$ cat src/rtl/muldiv_unit_if.sv
`default_nettype none
// +--------------------------------------------------------------------+
// | muldiv_unit_if : request/response bundle for the multiply/divide  |
// | unit. Rev 1.0                                                      |
// +--------------------------------------------------------------------+
interface muldiv_unit_if #(
  parameter int WIDTH = 16
);
  logic             start;
  logic             op;
  logic [WIDTH-1:0] a;
  logic [WIDTH-1:0] b;
  logic             busy;
  logic             done;
  logic [WIDTH-1:0] result_lo;
  logic [WIDTH-1:0] result_hi;
  logic             div_by_zero;

  modport master (
    output start, op, a, b,
    input  busy, done, result_lo, result_hi, div_by_zero
  );

  modport slave (
    input  start, op, a, b,
    output busy, done, result_lo, result_hi, div_by_zero
  );
endinterface
`default_nettype wire

$ cat src/rtl/muldiv_unit.sv
`default_nettype none
// +--------------------------------------------------------------------+
// | muldiv_unit : multi-cycle signed multiply (shift-add) and divide  |
// | (restoring) on operand magnitudes with a final sign fix-up.       |
// | Rev 1.0                                                            |
// +--------------------------------------------------------------------+
module muldiv_unit #(
  parameter int WIDTH = 16
) (
  input  wire logic     clk,
  input  wire logic     reset,
  muldiv_unit_if.slave  bus
);

  localparam int c_CNT_W = $clog2(WIDTH);
  localparam int c_DW    = 2 * WIDTH;
  localparam logic [c_CNT_W-1:0] c_LAST = c_CNT_W'(WIDTH - 1);

  typedef enum logic [1:0] {
    S_IDLE = 2'd0,
    S_RUN  = 2'd1,
    S_FIX  = 2'd2,
    S_DONE = 2'd3
  } state_t;

  state_t             r_state;
  logic [c_CNT_W-1:0] r_cnt;
  logic               r_op;
  logic               r_sign_a;
  logic               r_sign_b;
  logic [c_DW-1:0]    r_acc;   // product accumulator / partial remainder
  logic [c_DW-1:0]    r_sh;    // shifted multiplicand / dividend-quotient shifter
  logic [WIDTH:0]     r_m;     // multiplier / divisor magnitude
  logic               r_busy;
  logic               r_done;
  logic               r_dbz;
  logic [WIDTH-1:0]   r_lo;
  logic [WIDTH-1:0]   r_hi;

  logic               w_accept;
  logic               w_b_zero;
  logic [WIDTH:0]     w_a_ext;
  logic [WIDTH:0]     w_b_ext;
  logic [WIDTH:0]     w_a_mag;
  logic [WIDTH:0]     w_b_mag;
  logic [WIDTH:0]     w_rem_sh;
  logic [WIDTH+1:0]   w_trial;
  logic               w_fits;
  logic [c_DW-1:0]    w_mul_sum;
  logic               w_neg_q;
  logic [c_DW-1:0]    w_prod;
  logic [WIDTH-1:0]   w_quo;
  logic [WIDTH-1:0]   w_rem;

  assign w_accept = bus.start && ((r_state == S_IDLE) || (r_state == S_DONE));
  assign w_b_zero = (bus.b == '0);

  // One extra bit so that the magnitude of the most negative value is exact.
  assign w_a_ext = {bus.a[WIDTH-1], bus.a};
  assign w_b_ext = {bus.b[WIDTH-1], bus.b};
  assign w_a_mag = bus.a[WIDTH-1] ? -w_a_ext : w_a_ext;
  assign w_b_mag = bus.b[WIDTH-1] ? -w_b_ext : w_b_ext;

  assign w_rem_sh  = {r_acc[WIDTH-1:0], r_sh[WIDTH-1]};
  assign w_trial   = {1'b0, w_rem_sh} - {1'b0, r_m};
  assign w_fits    = ~w_trial[WIDTH+1];
  assign w_mul_sum = r_acc + (r_m[0] ? r_sh : '0);

  assign w_neg_q = r_sign_a ^ r_sign_b;
  assign w_prod  = w_neg_q ? -r_acc : r_acc;
  assign w_quo   = w_neg_q ? -r_sh[WIDTH-1:0] : r_sh[WIDTH-1:0];
  assign w_rem   = r_sign_a ? -r_acc[WIDTH-1:0] : r_acc[WIDTH-1:0];

  always_ff @(posedge clk) begin
    if (reset) begin
      r_state  <= S_IDLE;
      r_cnt    <= '0;
      r_op     <= 1'b0;
      r_sign_a <= 1'b0;
      r_sign_b <= 1'b0;
      r_acc    <= '0;
      r_sh     <= '0;
      r_m      <= '0;
      r_busy   <= 1'b0;
      r_done   <= 1'b0;
      r_dbz    <= 1'b0;
      r_lo     <= '0;
      r_hi     <= '0;
    end else begin
      case (r_state)
        S_IDLE, S_DONE: begin
          if (w_accept) begin
            r_op     <= bus.op;
            r_sign_a <= bus.a[WIDTH-1];
            r_sign_b <= bus.b[WIDTH-1];
            r_cnt    <= '0;
            r_acc    <= '0;
            r_sh     <= {{(WIDTH-1){1'b0}}, w_a_mag};
            r_m      <= w_b_mag;
            if (bus.op && w_b_zero) begin
              r_state <= S_DONE;
              r_busy  <= 1'b0;
              r_done  <= 1'b1;
              r_dbz   <= 1'b1;
              r_lo    <= '0;
              r_hi    <= bus.a;
            end else begin
              r_state <= S_RUN;
              r_busy  <= 1'b1;
              r_done  <= 1'b0;
              r_dbz   <= 1'b0;
            end
          end else begin
            r_state <= S_IDLE;
            r_busy  <= 1'b0;
            r_done  <= 1'b0;
          end
        end

        S_RUN: begin
          if (r_op) begin
            r_acc[WIDTH:0]  <= w_fits ? w_trial[WIDTH:0] : w_rem_sh;
            r_sh[WIDTH-1:0] <= {r_sh[WIDTH-2:0], w_fits};
          end else begin
            r_acc <= w_mul_sum;
            r_sh  <= r_sh << 1;
            r_m   <= r_m >> 1;
          end
          r_cnt <= r_cnt + c_CNT_W'(1);
          if (r_cnt == c_LAST) begin
            r_state <= S_FIX;
          end
        end

        S_FIX: begin
          if (r_op) begin
            r_lo <= w_quo;
            r_hi <= w_rem;
          end else begin
            r_lo <= w_prod[WIDTH-1:0];
            r_hi <= w_prod[c_DW-1:WIDTH];
          end
          r_state <= S_DONE;
          r_busy  <= 1'b0;
          r_done  <= 1'b1;
        end

        default: begin
          r_state <= S_IDLE;
          r_busy  <= 1'b0;
          r_done  <= 1'b0;
        end
      endcase
    end
  end

  assign bus.busy        = r_busy;
  assign bus.done        = r_done;
  assign bus.result_lo   = r_lo;
  assign bus.result_hi   = r_hi;
  assign bus.div_by_zero = r_dbz;

endmodule
`default_nettype wire

$ cat src/flat_wrapper.sv
// flat-port wrapper written by rule: the top's interface ports become plain ports
module muldiv_unit_flat 
#(
  parameter int WIDTH = 16
)
  (clk, reset, bus_start, bus_op, bus_a, bus_b, bus_busy, bus_done, bus_result_lo, bus_result_hi, bus_div_by_zero);
  muldiv_unit_if #(.WIDTH(WIDTH)) bus_i ();
  input  wire logic clk;
  input  wire logic reset;
  input wire logic [$bits(bus_i.start)-1:0] bus_start;
  input wire logic [$bits(bus_i.op)-1:0] bus_op;
  input wire logic [$bits(bus_i.a)-1:0] bus_a;
  input wire logic [$bits(bus_i.b)-1:0] bus_b;
  output wire logic [$bits(bus_i.busy)-1:0] bus_busy;
  output wire logic [$bits(bus_i.done)-1:0] bus_done;
  output wire logic [$bits(bus_i.result_lo)-1:0] bus_result_lo;
  output wire logic [$bits(bus_i.result_hi)-1:0] bus_result_hi;
  output wire logic [$bits(bus_i.div_by_zero)-1:0] bus_div_by_zero;
  assign bus_i.start = bus_start;
  assign bus_i.op = bus_op;
  assign bus_i.a = bus_a;
  assign bus_i.b = bus_b;
  assign bus_busy = bus_i.busy;
  assign bus_done = bus_i.done;
  assign bus_result_lo = bus_i.result_lo;
  assign bus_result_hi = bus_i.result_hi;
  assign bus_div_by_zero = bus_i.div_by_zero;
  muldiv_unit #(.WIDTH(WIDTH)) u_core (.clk(clk), .reset(reset), .bus(bus_i));
endmodule
$ cat config.mk
export PLATFORM = sky130hd
export DESIGN_NAME = muldiv_unit_flat
export DESIGN_NICKNAME = d
export VERILOG_FILES = /design/src/rtl/muldiv_unit_if.sv /design/src/rtl/muldiv_unit.sv /design/src/flat_wrapper.sv
export SDC_FILE = /design/constraint.sdc
export NUM_CORES = 1
export LEC_CHECK = 0
export CAP_MARGIN = 20
export CORE_UTILIZATION = 50
export CTS_CLUSTER_SIZE = 12
export DETAILED_ROUTE_END_ITERATION = 7
export PLACE_DENSITY = 0.79
export RECOVER_POWER = 25
export SYNTH_ARGS = -nofsm -noshare
export SYNTH_HDL_FRONTEND = slang
export SYNTH_SLANG_ARGS = --single-unit
$ cat constraint.sdc
create_clock -name clk -period 4.5 [get_ports clk]
set_clock_uncertainty 0.15 [all_clocks]
set_input_delay 0.675 -clock clk [delete_from_list [all_inputs] [get_ports clk]]
set_output_delay 0.675 -clock clk [all_outputs]
set_load 0.05 [all_outputs]
# == Word-level counts from Yosys, hierarchy flattened ==
# Index checks and enable logic that the tools add are counted.
# word_totals
register_bits,125
in_bits,36
out_inout_bits,35
elab_cells,83
# op_classes
add_sub_neg,8
n_eq_ne,8
muxes,38
bitwise_logic,2
reduce_logical,12
# op_table
operator,n
16-bit 2-to-1 mux,9
32-bit 2-to-1 mux,4
32-bit case mux with 2 select lines,2
17-bit 2-to-1 mux,6
16-bit case mux with 2 select lines,2
17-bit negation,2
17-bit case mux with 2 select lines,1
32-bit adder,1
16-bit negation,2
32-bit negation,1
17-bit by 17-bit subtractor with 18-bit output,1
16-bit zero test,1
15-bit 2-to-1 mux,1
4-bit case mux with 2 select lines,1
2-bit 2-to-1 mux,3
"2-bit by 1-bit inequality test with 1-bit output, second input constant",3
2-bit case mux with 3 select lines,1
3-bit AND reduction,2
1-bit 2-to-1 mux,5
"4-bit by 1-bit adder with 4-bit output, second input constant",1
"2-bit equality test, second input constant",2
"4-bit equality test, second input constant",1
4-bit 2-to-1 mux,1
1-bit case mux with 2 select lines,2
other kinds (10),13

# == Depth between registers and ports, before layout ==
# Gate-level depths: netlist of the first run.
# logic_depth
word_depth,5
mapped_depth,13
mapped_depth_nobuf,12

# == Worst setup path after synthesis of the first run ==
# OpenSTA, ideal clock, no wires.
# synth_path
kind,register -> register
from,register u_core.r_m[0]
to,register u_core.r_acc[30]
setup_ns,0.117
arrival_time_ns,2.843
required_time_ns,4.233
slack_ns,1.390
stages_incl_launch_ff,14
cell_sequence,dfxtp_1 -> clkbuf_1 -> and2_1 -> ha_1 -> inv_1 -> fa_1 -> nor2b_1 -> o2111ai_1 -> a2111o_1 -> o211a_1 -> a22oi_1 -> a31oi_1 -> xnor2_1 -> a22o_1
# synth_between
elab_chain_cells,4
# synth_rtl
item,line_no,source
from (decl),muldiv_unit.sv:33,logic [WIDTH:0] r_m;
from (signal assigned),muldiv_unit.sv:99,r_m <= w_b_mag;
from (signal assigned),muldiv_unit.sv:127,r_m <= r_m >> 1;
32-bit 2-to-1 mux,muldiv_unit.sv:67,assign w_mul_sum = r_acc + (r_m[0] ? r_sh : '0);
32-bit adder,muldiv_unit.sv:67,
15-bit 2-to-1 mux,muldiv_unit.sv:121,if (r_op) begin
32-bit case mux with 2 select lines,muldiv_unit.sv:90,case (r_state)
"to (signal, indexed assignment)",muldiv_unit.sv:122,r_acc[WIDTH:0] <= w_fits ? w_trial[WIDTH:0] : w_rem_sh;
to (signal assigned),muldiv_unit.sv:125,r_acc <= w_mul_sum;
to (decl),muldiv_unit.sv:31,logic [c_DW-1:0] r_acc;
# Every way passes these cells. The select of a mux whose other input is x is not followed.
# A chain may end at the register's enable or synchronous reset.

# == Worst setup path in the final report of the first run ==
# layout_path
from,input bus_b[9]
to,"register u_core.r_lo[12], in the netlist u_core.bus.result_lo[12]"
# layout_between
elab_chain_cells,4
# layout_rtl
item,line_no,source
from (decl),flat_wrapper.sv:13,input wire logic [$bits(bus_i.b)-1:0] bus_b;
16-bit zero test,muldiv_unit.sv:56,assign w_b_zero = (bus.b == '0);
1-bit logical AND,muldiv_unit.sv:100,if (bus.op && w_b_zero) begin
2-bit by 1-bit inequality test with 1-bit output (no source line),n/a,
3-bit AND reduction (no source line),n/a,
to (signal assigned),muldiv_unit.sv:137,r_lo <= w_quo;
to (signal assigned),muldiv_unit.sv:140,r_lo <= w_prod[WIDTH-1:0];
to (decl),muldiv_unit.sv:37,logic [WIDTH-1:0] r_lo;
# Every way passes these cells.

==> results of run 1 <==
## state kept, by name, summed over array words and instances, names as in the netlist
register and flops:
u_core.bus.busy 1, u_core.bus.div_by_zero 1, u_core.bus.done 1, u_core.bus.result_hi 16
u_core.bus.result_lo 16, u_core.r_acc 32, u_core.r_cnt 4, u_core.r_m 17
u_core.r_op 1, u_core.r_sh 32, u_core.r_sign_a 1, u_core.r_sign_b 1
u_core.r_state 2
## worst max-delay path: cells and delay by family
kind                   cells  cell delay (ps)
and+or+nand+nor            5             1950
buffers and inverters      1              450
AOI/OAI and AO/OA          3              920
## per-layer routing
| metal | share of wire [%] | track usage (%) | vias to the layer above |
|---|---|---|---|
| li1 | - | - | 4847 |
| met1 | 43 | 36.4 | 4679 |
| met2 | 46 | 46.4 | 347 |
| met3 | 6.6 | 5.00 | 82 |
| met4 | 4.2 | 13.9 | 0 |
| met5 | 0 | 0 | - |
## final cells by class
cell class / count / area [um2]
tap: 265 / 332
fill: 1799 / 8100
timing repair buffer: 92 / 877
clock inverter: 14 / 185
clock buffer: 18 / 429
multi-input combinational: 1084 / 6990
sequential: 125 / 2500
inverter: 47 / 176
## path summary, 6_finish.rpt
check                                               end                                 from  slack (ps)  depth (start not counted)
setup / recovery  u_core.bus.result_lo[12]$_SDFFE_PP0P_                             bus_b[9]         720                          9
hold reg to reg     u_core.bus.div_by_zero$_SDFFE_PP0P_  u_core.bus.div_by_zero$_SDFFE_PP0P_         310                          2
hold / removal      u_core.bus.div_by_zero$_SDFFE_PP0P_  u_core.bus.div_by_zero$_SDFFE_PP0P_         310                          2
setup reg to reg          u_core.r_acc[31]$_SDFFE_PP0P_       u_core.r_state[1]$_SDFFE_PP0P_         900                          8
## cells by family (layout without fill, tap and decap cells)
logic type	Yosys count	in the layout	share of synthesized area, %
AOI/OAI and AO/OA	438	438	28.0
and+or+nand+nor	433	433	19.8
buffers and inverters	142	171	5.87
xor gates and xnor gates	127	127	11.1
DFF	125	125	24.9
adders and majority gates	60	60	7.62
muxes	26	26	2.73
## power groups by stage
| stage | clock [mW] | sequential, mW | combinational [mW] |
|---|---|---|---|
| detailed placement | 0 | 1.56 | 2.75 |
| global route | 1.50 | 1.57 | 3.10 |
| global placement | 0 | 1.56 | 2.69 |
| CTS | 1.46 | 1.54 | 2.77 |
| floorplan | 0 | 1.58 | 1.97 |
| finish | 1.45 | 1.55 | 2.83 |
## placed cells by master (no fill, tap or decap), types with 23 or more instances in the layout
cell,instances
nand2_1,179
dfxtp_1,124
a21oi_1,116
nor2_1,113
o21ai_0,101
xnor2_1,65
xor2_1,61
ha_1,58
inv_1,47
dlygate4sd3_1,35
clkdlybuf4s50_1,34
a22oi_1,33
and2_1,32
a21o_1,25
mux2i_1,24
a211oi_1,23
==> run_results.csv, run 1 <==
group,metric,value,unit
placement,gp_congestion,0.951,
hold_path,hold_path_class,"register to register",
synthesis,ys_warn_count,0,
clocking,clk_root_buffer_cell,"clkbuf_16",
synthesis,synth_cells,1351,
sta,max_slew_margin,31.5,%
global_route,antenna_found_initial,0,
synthesis,seq_area_frac_synth,24.9,%
synthesis,synth.area.top_cells,"dfxtp_1 25%, ha_1 7.2%, nand2_1 6.7%",
synthesis,synth_common_cells,"179 x nand2_1, 125 x dfxtp_1, 116 x a21oi_1",
sta,slew_viol_final,0,
clocking,post_cts_buffers,0,
pwr,pwr-share-seq,26.6,%
pwr,clkPwrFrac,24.8,%
floorplanning,core_area,19600,um2
synthesis,ys_types,75,
route,viasPerCell,6.05,
floorplanning,pin_count,71,
placement,port_buffers,70,
route,drtPass1Iterations,5,
floorplanning,fp.dieW,144,um
sta,period_minus_slack,3780,ps
floorplanning,die_area,20700,um2
sta,fin_crit_sh,84.1,%
critical_path,crit_path_top_delay_cell,"o21ai_0",
global_route,grt_pass1_wl,46100,um
layout,diodes,0,
critical_path,cpPeakStageDelay,590,ps
critical_path,worstPathArrival,4000,ps
critical_path,crit_path_cell_trace,"clkdlybuf4s50_1 > or3_1 > nor4_1 > nand3b_1 > o21ai_0 > nand2_1 > nor2_1 > o21ai_0 > o21ai_0",
sta,fin_hold_ws,311,ps
sta,worst_pin_slew,1030,ps
clocking,clock_latency,430,ps
sta,rsz0062_at_grt,"no",
synthesis,syn_avg_cell_area,7.44,um2
synthesis,ys_seq_elements,125,
layout,post-route-util,58.7,%
global_route,track_usage,28.6,%
placement,place_hpwl,21600,um
pwr,p_switching,2.65,mW
pwr,peakVddDrop,0.285,mV
sta,hold_viol,0,
floorplanning,start_util,51.3,%
route,drt_iter0_markers,896,
route,drc,0,
placement,dp_slack,435,ps
layout,finish.instance_area,11500,um2
sta,tns,0,ps
sta,layout_setup_ws,717,ps
clocking,holdBufCountCts,0,
synthesis,synth_most_common_cell,"nand2_1",
floorplanning,rows,51,
pwr,total_power,5.84,mW
layout,layout-area-overhead-vs-synth,14.3,%
synthesis,yosys_most_used_dff,"dfxtp_1",
layout,fin_cells,1645,
route,ant_nets,0,
global_route,grt_pass1_vias,9024,
critical_path,cp_max_fo,8,
layout,nNetsFinal,1463,
sta,setup_viol,0,
clocking,cts_tree,"yes",
synthesis,synth_top_area_share,24.9,%
synthesis,synth_nets,1447,
critical_path,path_class,"input port to register",
clocking,clock_sinks,125,
pwr,p_leak,4.66,nW
placement,placed_area,10800,um2
global_route,grt_max_degree,67,
clocking,cts_buffers,17,
pwr,intPower,3.19,mW
run,maxCapViolations,0,
clocking,cts.path.max_buffers,2,
global_route,grt.overflow.total,0,
critical_path,worst_setup_path_start_kind,"input port",
synthesis,synth_edf_count,0,
pwr,combPwrFrac,48.5,%
clocking,htree_levels,4,
synthesis,synth_largest_area_cell,"dfxtp_1",
placement,dpl.cell_count,1610,
floorplanning,die_y,144,um
critical_path,cp_common_cell,"o21ai_0",
critical_path,crit_required,4710,ps
status,status,"complete, no violations",
pwr,power_switching_share,45.4,%
critical_path,cp-end-kind,"register",
sta,max_freq,0.264,GHz
clocking,clkTransAtPathRegs,60,ps
synthesis,netlist_area,10100,um2
clocking,cts_resized,0,
route,vias,9955,
synthesis,async_reset_ff_share,0,%
layout,drive_gt1_share,5.14,%
pwr,powerDensity,508,nW/um2
route,wl,29000,um
route,wire_per_inst,17.6,um
Power figures use the tool's default switching activity.
==> run 2, diff against run 1 <==
--- a/config.mk
+++ b/config.mk
@@ -9,7 +9,7 @@
 export CORE_UTILIZATION = 50
 export CTS_CLUSTER_SIZE = 12
 export DETAILED_ROUTE_END_ITERATION = 7
-export PLACE_DENSITY = 0.79
+export PLACE_DENSITY = 0.81
 export RECOVER_POWER = 25
 export SYNTH_ARGS = -nofsm -noshare
 export SYNTH_HDL_FRONTEND = slang
==> constraint.sdc (replaced) <==
create_clock -name clk -period 3.3 [get_ports clk]
set_clock_uncertainty 0.15 [all_clocks]
set_input_delay 0.495 -clock clk [delete_from_list [all_inputs] [get_ports clk]]
set_output_delay 0.495 -clock clk [all_outputs]
set_load 0.05 [all_outputs]
==> run 2 against run 1 <==
Effect of this change: worst hold slack worse by 12 ps; utilization up 2.7 points; register-to-register slack worse by 830 ps; combinational power up 49%; highest routed layer unchanged; critical endpoint is now u_core.bus.result_hi[9]$_SDFFE_PP0P_; largest cell class unchanged; clock-buffer cell count unchanged; clock power up 32%; non-clock buffer count up 69.
==> run_results.csv, run 2 (synthesis results as in run 1) <==
group,metric,value,unit
status,status,"complete, no violations",
clocking,cts_tree,"yes",
route,drtPass1Iterations,7,
critical_path,path_class,"register to register",
sta,period_minus_slack,3230,ps
route,wire_per_inst,18.0,um
global_route,track_usage,30.8,%
sta,setup_viol,0,
critical_path,cp-end-kind,"register",
sta,worst_pin_slew,990,ps
global_route,grt_pass1_vias,9421,
floorplanning,rows,51,
layout,layout-area-overhead-vs-synth,19.6,%
route,drc,0,
global_route,grt.overflow.total,0,
critical_path,cp_max_fo,11,
sta,max_slew_margin,33.6,%
critical_path,crit_required,3490,ps
placement,place_hpwl,23500,um
global_route,antenna_found_initial,0,
floorplanning,pin_count,71,
floorplanning,core_area,19600,um2
clocking,clock_sinks,125,
hold_path,min_to,"u_core.bus.result_lo[14]$_SDFFE_PP0P_",
sta,hold_viol,0,
clocking,cts.path.max_buffers,2,
clocking,cts_buffers,17,
sta,max_freq,0.310,GHz
pwr,p_leak,4.98,nW
route,drt_iter0_markers,1164,
placement,port_buffers,70,
critical_path,worst_setup_path_start_kind,"register",
layout,fillerInstances,1728,
route,vias,10241,
critical_path,r2r_slack,70,ps
layout,final_cell_mix,"179 x nand2_1, 123 x dfxtp_1, 116 x a21oi_1",
clocking,clock_latency,430,ps
hold_path,hold_start,"u_core.bus.result_lo[14]$_SDFFE_PP0P_",
layout,mostFrequentLayoutCell,"nand2_1",
layout,fin_cells,1714,
layout,diodes,0,
placement,dp_slack,-192,ps
pwr,peakVddDrop,0.368,mV
floorplanning,fp.dieW,144,um
sta,layout_setup_ws,70.6,ps
route,wl,30900,um
layout,largestRegisters,"u_core.r_acc x32, u_core.r_sh x32, u_core.r_m x17",
global_route,grt_max_degree,60,
layout,drive_gt1_share,10.1,%
layout,multi_input_area,7020,um2
layout,post-route-util,61.4,%
layout,nNetsFinal,1532,
placement,dpl.cell_count,1680,
hold_path,hold_path_class,"register to register",
pwr,powerDensity,678,nW/um2
floorplanning,start_util,51.3,%
clocking,clk_root_buffer_cell,"clkbuf_16",
sta,fin_hold_ws,299,ps
critical_path,reg2reg_to,"u_core.bus.result_hi[9]$_SDFFE_PP0P_",
sta,rsz0062_at_grt,"no",
hold_path,holdPathStages,2,
run,maxCapViolations,0,
critical_path,rr_worst_depth,8,
sta,fin_crit_sh,97.9,%
route,ant_nets,0,
route,viasPerCell,5.97,
clocking,holdBufCountCts,0,
floorplanning,die_area,20700,um2
critical_path,crit_start,"u_core.r_acc[5]$_SDFFE_PP0P_",
critical_path,crit-reg2reg-launch,"u_core.r_acc[5]$_SDFFE_PP0P_",
clocking,clkTransAtPathRegs,60,ps
floorplanning,die_y,144,um
critical_path,worstPathArrival,3420,ps
global_route,grt_pass1_wl,49000,um
sta,slew_viol_final,0,
layout,area.sequential,2500,um2
clocking,htree_levels,4,
placement,gp_congestion,0.953,
==> run 2: final cells by class <==
cell class,count,share of cell area (%)
sequential,125,20.8
clock buffer,18,3.65
inverter,47,1.47
multi-input combinational,1084,58.4
timing repair buffer,161,11.5
tap,265,2.76
clock inverter,14,1.33
==> run 2: stage by stage <==
step	area, um2	total power, mW	TNS (ps)
finish	12000	8.15	0
global route	12000	8.64	0
CTS	12000	8.10	0
detailed placement	11400	6.17	-1430
global placement	11400	6.07	-293
floorplan	10100	4.83	0
==> run 2: how the worst max path moves through the flow <==
| stage | to | cells after the start |
|---|---|---|
| final | u_core.bus.result_hi[9]$_SDFFE_PP0P_ | 8 |
| after global routing | u_core.bus.result_hi[9]$_SDFFE_PP0P_ | 8 |
| after CTS | u_core.r_acc[25]$_SDFFE_PP0P_ | 13 |
| after detailed placement | u_core.bus.result_hi[15]$_SDFFE_PP0P_ | 9 |
| after global placement | u_core.bus.result_hi[15]$_SDFFE_PP0P_ | 9 |
| after floorplan | u_core.r_acc[30]$_SDFFE_PP0P_ | 13 |
==> run 2: report_power, final <==
| part | leakage [nW] | switching, mW | internal, mW |
|---|---|---|---|
| clock | 0.286 | 0.771 | 1.15 |
| combinational | 3.68 | 2.67 | 1.56 |
| sequential | 1.02 | 0.245 | 1.76 |
| total | 4.98 | 3.69 | 4.47 |
==> run 2: critical path: stages (launching register included) <==
cell and delay, ps:
dfxtp_1 450, nor4_1 620, nor4b_4 360, nand2_1 240
o31a_2 390, xnor2_1 150, o21ai_0 380, mux2i_1 140
a211oi_1 260
==> run 2: per-layer routing <==
| metal | wire (um) | track usage, % |
|---|---|---|
| met2 | 14200 | 49.8 |
| met3 | 2190 | 6.76 |
| met5 | 0 | 0.501 |
| met4 | 1350 | 15.4 |
| met1 | 13200 | 38.5 |
==> run 2: repair_timing <==
item | CTS | global route
gates resized for setup | 0 | 8
endpoints found under the setup margin | 0 | 7
setup buffers | 0 | 1
==> run 3, diff against run 2 <==
--- a/config.mk
+++ b/config.mk
@@ -5,6 +5,7 @@
 export SDC_FILE = /design/constraint.sdc
 export NUM_CORES = 1
 export LEC_CHECK = 0
+export ABC_AREA = 1
 export CAP_MARGIN = 20
 export CORE_UTILIZATION = 50
 export CTS_CLUSTER_SIZE = 12
==> run 3 against run 2 <==
Effect of this change: clock power grew 4%; global-route usage rose by 0.68 points; first-iteration DRC count increased by 28%; sequential power about the same; register-to-register slack better by 280 ps; setup slack improved by 280 ps; total power grew 15%; clock-buffer cell count unchanged; die area grew 17%; synthesized area rose by 17%; non-clock buffer count down 67.
==> run_results.csv, run 3 <==
group,metric,value,unit
status,status,"complete, no violations",
sta,fin_crit_sh,89.3,%
clocking,post_cts_buffers,0,
floorplanning,fp.dieW,156,um
clocking,clock_sinks,125,
synthesis,seq_area_frac_synth,21.2,%
sta,period_minus_slack,2950,ps
layout,nNetsFinal,2154,
floorplanning,die_area,24200,um2
layout,largestRegisters,"u_core.r_acc x32, u_core.r_sh x32, u_core.r_m x17",
route,wl_met3,3010,um
floorplanning,die_y,156,um
clocking,clock_latency,430,ps
global_route,grt_pass1_vias,12236,
synthesis,async_reset_ff_share,0,%
pwr,p_leak,6.49,nW
synthesis,yosys_most_used_dff,"dfxtp_1",
synthesis,synth_nets,2122,
synthesis,ys_types,58,
placement,gp_congestion,1.05,
layout,drive_gt1_share,6.42,%
route,route.met2.wl,17400,um
synthesis,synth.area.top_cells,"dfxtp_1 21%, nand2_1 20%, inv_1 8.9%",
route,wire_per_inst,15.9,um
sta,max_freq,0.339,GHz
synthesis,ys_warn_count,0,
sta,tns,0,ps
critical_path,crit_path_top_delay_cell,"a21oi_2",
floorplanning,core_area,22900,um2
run,maxCapViolations,0,
synthesis,synth_top_area_share,21.2,%
global_route,track_usage,31.5,%
synthesis,netlist_area,11800,um2
sta,worst_pin_slew,1020,ps
synthesis,ys_seq_elements,125,
route,wl_met1,16100,um
route,vias,13410,
route,wl,37900,um
route,drc,0,
clocking,clkTransAtPathRegs,60,ps
layout,diodes,0,
global_route,grt_max_degree,111,
route,top_layer_used,"met4",
critical_path,cp-end-kind,"register",
sta,fin_hold_ws,303,ps
route,drt_iter0_markers,1493,
sta,max_slew_margin,32.1,%
synthesis,synth_edf_count,0,
route,drtPass1Iterations,6,
clocking,clk_root_buffer_cell,"clkbuf_16",
sta,slew_viol_final,0,
clocking,htree_levels,4,
layout,final_cell_mix,"619 x nand2_1, 282 x inv_1, 205 x a21oi_1",
layout,fillerInstances,2312,
critical_path,path_class,"register to register",
sta,hold_viol,0,
global_route,antenna_found_initial,0,
clocking,cts.path.max_buffers,2,
clocking,holdBufCountCts,0,
critical_path,path_buf_inv,4,
layout,finish.instance_area,13300,um2
route,viasPerCell,5.63,
placement,placed_area,12700,um2
global_route,grt_pass1_wl,61100,um
synthesis,syn_avg_cell_area,5.82,um2
layout,area.sequential,2500,um2
critical_path,worst_setup_path_start_kind,"register",
critical_path,crit_required,3500,ps
sta,setup_viol,0,
synthesis,synth_cells,2026,
clocking,cts_tree,"yes",
floorplanning,rows,55,
critical_path,worstPathArrival,3150,ps
clocking,cts_resized,0,
critical_path,cp_max_fo,42,
pwr,powerDensity,706,nW/um2
critical_path,path_delay_family,"buffers and inverters",
route,ant_nets,0,
critical_path,cpPeakStageDelay,680,ps
layout,mostFrequentLayoutCell,"nand2_1",
hold_path,hold_path_class,"register to register",
synthesis,synth_most_common_cell,"nand2_1",
sta,rsz0062_at_grt,"no",
placement,place_hpwl,28600,um
clocking,cts_buffers,17,
layout,multi_input_area,7740,um2
floorplanning,start_util,51.5,%
layout,layout-area-overhead-vs-synth,12.5,%
synthesis,synth_common_cells,"618 x nand2_1, 281 x inv_1, 205 x a21oi_1",
synthesis,synth_largest_area_cell,"dfxtp_1",
placement,port_buffers,70,
floorplanning,pin_count,71,
critical_path,crit_path_cell_trace,"inv_1 > ha_1 > buf_4 > clkinv_1 > clkbuf_2 > a21oi_2 > o221ai_2 > a21oi_1",
global_route,grt.overflow.total,0,
pwr,peakVddDrop,0.370,mV
==> run 3: cell count changes after synthesis, sizes merged, moves of 37 or more <==
cell / delta
xnor2: -64
nand2: +453
xor2: -37
nor2: +38
nand3: +169
inv: +245
a21oi: +103
==> run 3: layout make-up <==
type                            count  share of cell area, %
Multi-Input combinational cell   1522                   58.4
Sequential cell                   125                   18.9
Inverter                          298                   8.45
Timing Repair Buffer               94                   6.76
Clock buffer                       18                   3.24
Tap cell                          313                   2.95
Clock inverter                     14                   1.38
==> run 3: kinds of logic after synthesis <==
kind of cell               share of synthesized area (%)
xor gates and xnor gates                            1.93
adders and majority gates                           6.49
DFF                                                 21.2
and+or+nand+nor                                     38.1
AOI/OAI and AO/OA                                   19.3
buffers and inverters                               13.0
==> run 3: metal layers <==
metal,vias to the layer above,global-route usage [%]
met3,105,5.44
met1,6120,40.2
met5,-,0
met4,0,13.3
met2,565,52.3
li1,6620,-
==> run 3: worst paths after layout <==
| path | from | endpoint | slack (ps) | cells after the start |
|---|---|---|---|---|
| max | u_core.r_state[0]$_SDFFE_PP0P_ | u_core.bus.result_lo[3]$_SDFFE_PP0P_ | 350 | 8 |
| max reg2reg | u_core.r_state[0]$_SDFFE_PP0P_ | u_core.bus.result_lo[3]$_SDFFE_PP0P_ | 350 | 8 |
| min | u_core.bus.busy$_SDFFE_PP0P_ | u_core.bus.busy$_SDFFE_PP0P_ | 300 | 2 |
| min reg2reg | u_core.bus.busy$_SDFFE_PP0P_ | u_core.bus.busy$_SDFFE_PP0P_ | 300 | 2 |
==> run 3: tightest hold or removal path, stage by stage (launching register included) <==
cell and delay (ps):
dfxtp_1 310, nand2_1 50, a21oi_1 50
==> run 3: power breakdown <==
group | leakage [nW] | internal, mW | switching [mW]
clock network | 0.294 | 1.20 | 0.793
logic | 5.18 | 1.63 | 3.71
registers | 1.01 | 1.73 | 0.297
==> run 3: per-stage QoR <==
stage | total power, mW | cells | worst slack (ps) | utilization [%]
final | 9.37 | 2384 | 352 | 57.9
after floorplan | 5.98 | 2026 | 840 | -
after global routing | 10.0 | 2384 | 184 | 57.9
after global placement | 7.18 | 2352 | 556 | 55.3
after CTS | 9.29 | 2384 | 621 | 58.0
after detailed placement | 7.27 | 2352 | 422 | 55.3
